`src/rtl/apu_envelope_bank.sv`:
```
// Bank of NUM_CH APU envelope generators stepped by the quarter-frame tick.
// Optional APU_ENV_MUTE_EN adds len_nz[] to force a channel's volume to 0 while its length counter is expired.
module apu_envelope_ch #(
    parameter int VOL_W    = 4,
    parameter int PERIOD_W = 4
) (
    input  logic                clk,
    input  logic                rst,
    input  logic                clk_en,
    input  logic                quarter_frame,
    input  logic                wr_en,
    input  logic                wr_loop,
    input  logic                wr_const,
    input  logic [PERIOD_W-1:0] wr_period,
    input  logic                start,
    output logic [VOL_W-1:0]    volume
);
    localparam logic [VOL_W-1:0] DMAX = '1;

    typedef struct packed {
        logic                loop;
        logic                cnst;
        logic [PERIOD_W-1:0] period;
    } env_cfg_t;

    env_cfg_t            cfg_q;
    logic [PERIOD_W-1:0] div_q;
    logic [VOL_W-1:0]    decay_q;
    logic                sflag_q;
    logic [VOL_W-1:0]    period_ext;

    always_ff @(posedge clk) begin
        if (rst) begin
            cfg_q   <= '0;
            div_q   <= '0;
            decay_q <= '0;
            sflag_q <= 1'b0;
        end else if (clk_en) begin
            // the step below reads cfg_q, so a coincident write only lands afterwards
            if (wr_en)
                cfg_q <= '{loop: wr_loop, cnst: wr_const, period: wr_period};
            if (quarter_frame) begin
                if (sflag_q || start) begin
                    decay_q <= DMAX;
                    div_q   <= cfg_q.period;
                    sflag_q <= 1'b0;
                end else if (div_q == '0) begin
                    div_q <= cfg_q.period;
                    if (decay_q != '0)
                        decay_q <= decay_q - 1'b1;
                    else
                        decay_q <= cfg_q.loop ? DMAX : '0;
                end else begin
                    div_q <= div_q - 1'b1;
                end
            end else if (start) begin
                sflag_q <= 1'b1;
            end
        end
    end

    always_comb begin
        period_ext                 = '0;
        period_ext[PERIOD_W-1:0]   = cfg_q.period;
    end

    assign volume = cfg_q.cnst ? period_ext : decay_q;
endmodule

module apu_envelope_bank #(
    parameter int NUM_CH   = 3,
    parameter int VOL_W    = 4,
    parameter int PERIOD_W = 4
) (
    input  logic                    clk,
    input  logic                    rst,
    input  logic                    clk_en,
    input  logic                    quarter_frame,
    input  logic [NUM_CH-1:0]       wr_en,
    input  logic                    wr_loop,
    input  logic                    wr_const,
    input  logic [PERIOD_W-1:0]     wr_period,
    input  logic [NUM_CH-1:0]       start,
`ifdef APU_ENV_MUTE_EN
    input  logic [NUM_CH-1:0]       len_nz,
`endif
    output logic [NUM_CH*VOL_W-1:0] volume
);
    logic [NUM_CH-1:0][VOL_W-1:0] ch_vol;
    logic [NUM_CH-1:0][VOL_W-1:0] out_vol;

    for (genvar i = 0; i < NUM_CH; i++) begin : g_ch
        apu_envelope_ch #(
            .VOL_W    (VOL_W),
            .PERIOD_W (PERIOD_W)
        ) u_ch (
            .clk           (clk),
            .rst           (rst),
            .clk_en        (clk_en),
            .quarter_frame (quarter_frame),
            .wr_en         (wr_en[i]),
            .wr_loop       (wr_loop),
            .wr_const      (wr_const),
            .wr_period     (wr_period),
            .start         (start[i]),
            .volume        (ch_vol[i])
        );
`ifdef APU_ENV_MUTE_EN
        // mute only masks the output; the envelope keeps running
        assign out_vol[i] = len_nz[i] ? ch_vol[i] : '0;
`else
        assign out_vol[i] = ch_vol[i];
`endif
    end

    assign volume = out_vol;
endmodule

```
`config.mk`:
```
export PLATFORM = sky130hd
export DESIGN_NAME = apu_envelope_bank
export DESIGN_NICKNAME = d
export VERILOG_FILES = /design/src/rtl/apu_envelope_bank.sv
export SDC_FILE = /design/constraint.sdc
export NUM_CORES = 1
export LEC_CHECK = 0
export ABC_AREA = 1
export CORE_UTILIZATION = 31
export CTS_CLUSTER_SIZE = 40
export DETAILED_ROUTE_END_ITERATION = 8
export GPL_ROUTABILITY_DRIVEN = 0
export GPL_TIMING_DRIVEN = 0
export HOLD_SLACK_MARGIN = 0.12
export PLACE_DENSITY = 0.52
export SYNTH_ARGS = -nofsm -noshare
export SYNTH_HDL_FRONTEND = slang
export SYNTH_HIERARCHICAL = 1
export SYNTH_SLANG_ARGS = --single-unit
```
`constraint.sdc`:
```
create_clock -name clk -period 1.5 [get_ports clk]
set_input_delay 0.15 -clock clk [delete_from_list [all_inputs] [get_ports clk]]
set_output_delay 0.15 -clock clk [all_outputs]
set_load 0.02 [all_outputs]
```
# Word-level counts from Yosys, hierarchy flattened
# Cells that the tools add are included.
dict set report word_totals {
  ff_bits 45
  output_inout_bits 12
  word_cells 82
}
dict set report op_classes {
  n_addsub 6
  mux 30
  reduce_logical 25
  eq_ne 3
}
# op count
set op_table {}
lappend op_table {{$mux W4} 21}
lappend op_table {{$sub A4 B1 Y4 const B} 6}
lappend op_table {{$reduce_and A3 Y1} 6}
lappend op_table {{$logic_not A4 Y1} 3}
lappend op_table {{$reduce_bool A2 Y1} 6}
lappend op_table {{$reduce_bool A4 Y1} 3}
lappend op_table {{$mux W1} 9}
lappend op_table {{$reduce_and A2 Y1} 4}
lappend op_table {{$ne A2 B1 Y1 const B} 3}
lappend op_table {{$logic_or A1 B1 Y1} 3}

# Depth between registers and ports, before layout
# Gate-level depths: netlist of run 1.
dict set report depth {
  depth_word 4
  mapped_depth 9
}

# By module
# The synthesis of run 1 kept the hierarchy.
# module area_per_inst_um2 n_inst seq_area_each_um2 cells_each
set by_module_without_submodules {}
lappend by_module_without_submodules {apu_envelope_ch 833.3 3 300.3 131}

# Worst setup path before layout of run 1
# Ideal clock, no wire load.
dict set report synth_timing {
  kind {register to output}
  startpoint {register g_ch[0].u_ch/cfg_q[4] in the netlist's numbering}
  endpoint {output volume[0]}
  t_arrival_ns 0.945
  t_required_ns 1.350
  stages_incl_launch_ff 3
  path_buffers 1
  slack_ns 0.405
  path_cell_list {dfxtp_1 > clkbuf_1 > o21ai_0}
}
dict set report synth_between {
  elab_chain_len 1
}
# element line_no
set synth_rtl {}
lappend synth_rtl {{from (decl)} 26} ;# env_cfg_t cfg_q;
lappend synth_rtl {{from (signal assigned)} 41} ;# cfg_q <= '{loop: wr_loop, cnst: wr_const, period: wr_period};
lappend synth_rtl {{$mux W4} 67} ;# assign volume = cfg_q.cnst ? period_ext : decay_q;
lappend synth_rtl {{to (decl)} 87} ;# output logic [NUM_CH*VOL_W-1:0] volume
# No other way between the ends.

# Worst setup path in the final report of run 1
dict set report layout_timing {
  startpoint {register g_ch[1].u_ch.decay_q[1]}
  endpoint {output volume[5]}
}
dict set report layout_between {
  elab_chain_len 1
}
# element line_no
set layout_rtl {}
lappend layout_rtl {{from (decl)} 28} ;# logic [VOL_W-1:0] decay_q;
lappend layout_rtl {{from (signal assigned)} 50} ;# decay_q <= decay_q - 1'b1;
lappend layout_rtl {{from (signal assigned)} 52} ;# decay_q <= cfg_q.loop ? DMAX : '0;
lappend layout_rtl {{$mux W4} 67}
# No other way between the ends.

==> results of run 1 <==
-- per-stage QoR --
step	instance area, sq um	TNS [ps]	worst slack [ps]	power, uW
2_1_floorplan	2500	0	405.3	1818
3_3_place_gp	2898	-5040	-158.6	2031
3_5_place_dp	2898	-6531	-187.9	2037
4_1_cts	2977	0	38.84	2874
5_1_grt	2960	0	3.779	3023
6_report	2960	0	91.53	2819
-- cells by family after synthesis --
family                     synth area share [%]
DFF                                       36.04
buffers and inverters                     9.459
AOI/OAI and AO/OA                         11.56
adders and majority gates                 3.003
and+or+nand+nor                           39.94
-- registers in the layout, indices dropped and copies added, names as in the netlist --
register and flops:
g_ch.u_ch/period_ext 12, g_ch.u_ch/decay_q 12, g_ch.u_ch/div_q 12, g_ch.u_ch/sflag_q 3, g_ch.u_ch/cfg_q 6
-- cell usage in the layout, fill, tap and decap left out, drive strengths merged, types with 5 or more instances in the layout --
master,instances
clkbuf,12
dfxtp,45
dlygate4sd2,5
a21oi,12
inv,51
o21ai,42
nand3,24
nor2,69
nand2,129
clkdlybuf4s50,15
ha,6
-- area by class of cell --
cell class              instances  area [sq um]  area share, %
multi-input cells             291          1363          46.03
flip-flops and latches         45         904.6          30.56
repair buffers                 27         239.0          8.073
clock inverters                 1         5.005         0.1691
clock buffers                   7         96.34          3.254
well taps                     102         127.6          4.311
inverters                      51         191.4          6.467
plain buffers                   3         33.78          1.141
-- worst paths after layout --
| check | cells after the start | endpoint | slack [ps] |
|---|---|---|---|
| hold reg to reg | 2 | g_ch[1].u_ch/div_q[0] | 470 |
| setup reg to reg | 8 | g_ch[2].u_ch/decay_q[2] | 280 |
| hold / removal | 2 | g_ch[1].u_ch/div_q[0] | 470 |
| setup / recovery | 3 | volume[5] | 90 |
-- layer usage --
metal	part of all wire, %	routed length, um
met5	0	0
met4	1.9	110
met3	2.6	154
met2	44	2554
met1	52	3025
-- repair_timing --
action / 4_1_cts / 5_1_grt
pin swaps: 0 / 0
hold buffers: 0 / 0
setup endpoints to repair: 12 / 7
gates resized for setup: 15 / 17
-- power groups by stage --
stage | Clock, uW | Sequential [uW] | Combinational [uW]
global route | 932 | 1350 | 743
finish | 840 | 1330 | 644
detailed placement | 0 | 1350 | 685
global placement | 0 | 1350 | 680
floorplan | 0 | 1340 | 481
CTS | 885 | 1340 | 653
-- tightest hold or removal path: stages, from the launching register on --
cell,delay (ps)
dfxtp_1,330
nand2_1,60
nand2_1,40
==> summary.md, run 1 <==
| Metric | Value |
|---|---|
| Outcome | `finished clean` |
| DRC errors left | `0` |
| Die W | `just over 90 um` |
| Dominant synthesized flop cell | `dfxtp_1` |
| Area growth, synth to finish | `18.42%` |
| Top-count cell post-synth | `nand2_1` |
| CP peak stage delay | `roughly 360 ps` |
| WL final | `about 5800 um` |
| Routed length per instance | `approximately 11 um` |
| Async SR Flop Fraction | `0%` |
| Initial antenna violation count | `0` |
| Pint | `a little under 2000 uW` |
| Post-synthesis register bit count | `between 40 and 50` |
| DRT Pass-1 Iters | `4` |
| Final setup fails | `0` |
| Minimum clock period | `roughly 1400 ps` |
| Cell variety after synth | `20` |
| Psw | `880.1 uW` |
| First-pass GRT wire length | `between 10,000 and 15,000 um` |
| Layout cells sized above 1 | `10.82%` |
| Critical Path Source | `g_ch[1].u_ch/decay_q[1]` |
| Sequential share of the synthesized area | `36.04%` |
| Io pins | `28` |
| Post-route clock period utilization | `93.90%` |
| Maxcap violations | `0` |
| Post-synth EDFFs | `0` |
| Max Fclk | `just over 700 MHz` |
| Setup Fix Bufs, Post-CTS | `0` |
| GRT met3 Usage | `around 3.2%` |
| Final Hold Vio Count | `0` |
| Most used routing layer | `met2` |
| Worst min-delay path startpoint | `g_ch[1].u_ch/div_q[0]` |
| Share of the synthesized area in the top cell type | `a little over a third` |
| Filler instances | `approximately 860` |
| Clock power frac | `between 20% and 30%` |
| Die height | `just over 90 um` |
| ANT nets after route | `0` |
| Most frequent cells after synthesis | `120 x nand2_1, 63 x nor2_1, 45 x dfxtp_1` |
| Yosys warns | `6` |
| Remaining global-route overflow | `0` |
| Starting density of the core | `~32%` |
| RSZ-0062 raised after global routing | `no` |
| Seq pwr share | `roughly 47%` |
| Post-Syn Area | `approximately 2500 sq um` |
| Vias | `approximately 2,400` |
| Worst relative slew slack | `~70%` |
| Worst hold path class | `flip-flop to flip-flop` |
| PD cells | `952.1 nW/um^2` |
| H-tree levels | `2` |
| Clock sinks | `45` |
| Die area | `8427 sq um` |
| Grt met2 use | `about a quarter` |
| Fin cells | `roughly 530` |
| Comb pwr share | `roughly 23%` |
| Switching share of power | `between 30 and 40%` |
| Port Buffers | `27` |
| CP delay by family, top | `buffers and inverters` |
| Largest net degree at the start of global routing | `14` |
| Top post-synthesis cells by area | `dfxtp_1 36%, nand2_1 18%, nor2_1 9.5%` |
| Crit-path max FO | `3` |
| Reg-to-Reg Start | `g_ch[2].u_ch/div_q[0]` |
| Fin nets | `between 400 and 500` |
| Yosys top cell by area | `dfxtp_1` |
| Pleak | `0.001481 uW` |
| Synthesized instance count | `between 300 and 400` |
| Critical path launch point type | `flip-flop` |
| Clk buf depth | `2` |
| WHS | `around 470 ps` |
| DRC violation total after the first TritonRoute iteration | `60` |
| Placed Cells | `522` |
| Critical path's slowest cell | `dlygate4sd2_1` |
| Endpoint class of the critical path | `output port` |
| Peak supply drop | `~0.00035 V` |
| GR Util All Layers | `between 10% and 20%` |
| WP buf/inv | `2` |
| Worst skew pair latency | `around 300 ps` |
| Clk_skew | `8.422 ps` |
| Mean Syn Cell Area | `~6.4 sq um` |
| Inserted Clock Buffers | `5` |
| Vias in the first global route | `about 2,200` |
| Final Max Tran Viols | `0` |
| Final Core Density | `between 30% and 40%` |
| Setup Crit Path Kind | `flip-flop to output port` |
| Worst Tran Pin Value | `between 400 and 500 ps` |
| Post-DP HPWL | `roughly 4400 um` |
| Reg clk slew, reported paths | `~90 ps` |
| Row count | `32` |
| WP data required | `1350 ps` |
| Antenna Cells | `0` |
| Critical Path AT | `about 1300 ps` |
| Clock root buffer | `clkbuf_8` |
| CTS tree | `yes` |
| Cells along the critical path | `inv_1 -> o21ai_0 -> dlygate4sd2_1` |
| Core Region | `roughly 7800 sq um` |
| Synth Net Count | `415` |
| Via density | `approximately 4.5` |
| Met1 GRT Util | `between 20% and 30%` |
(Power assumes the default switching activity.)
==> inputs of run 2 (changes only) <==
- CAP_MARGIN: not set -> 30
==> results of run 2 <==
The final DEF is identical to that of run 1; final timing and power are the same.
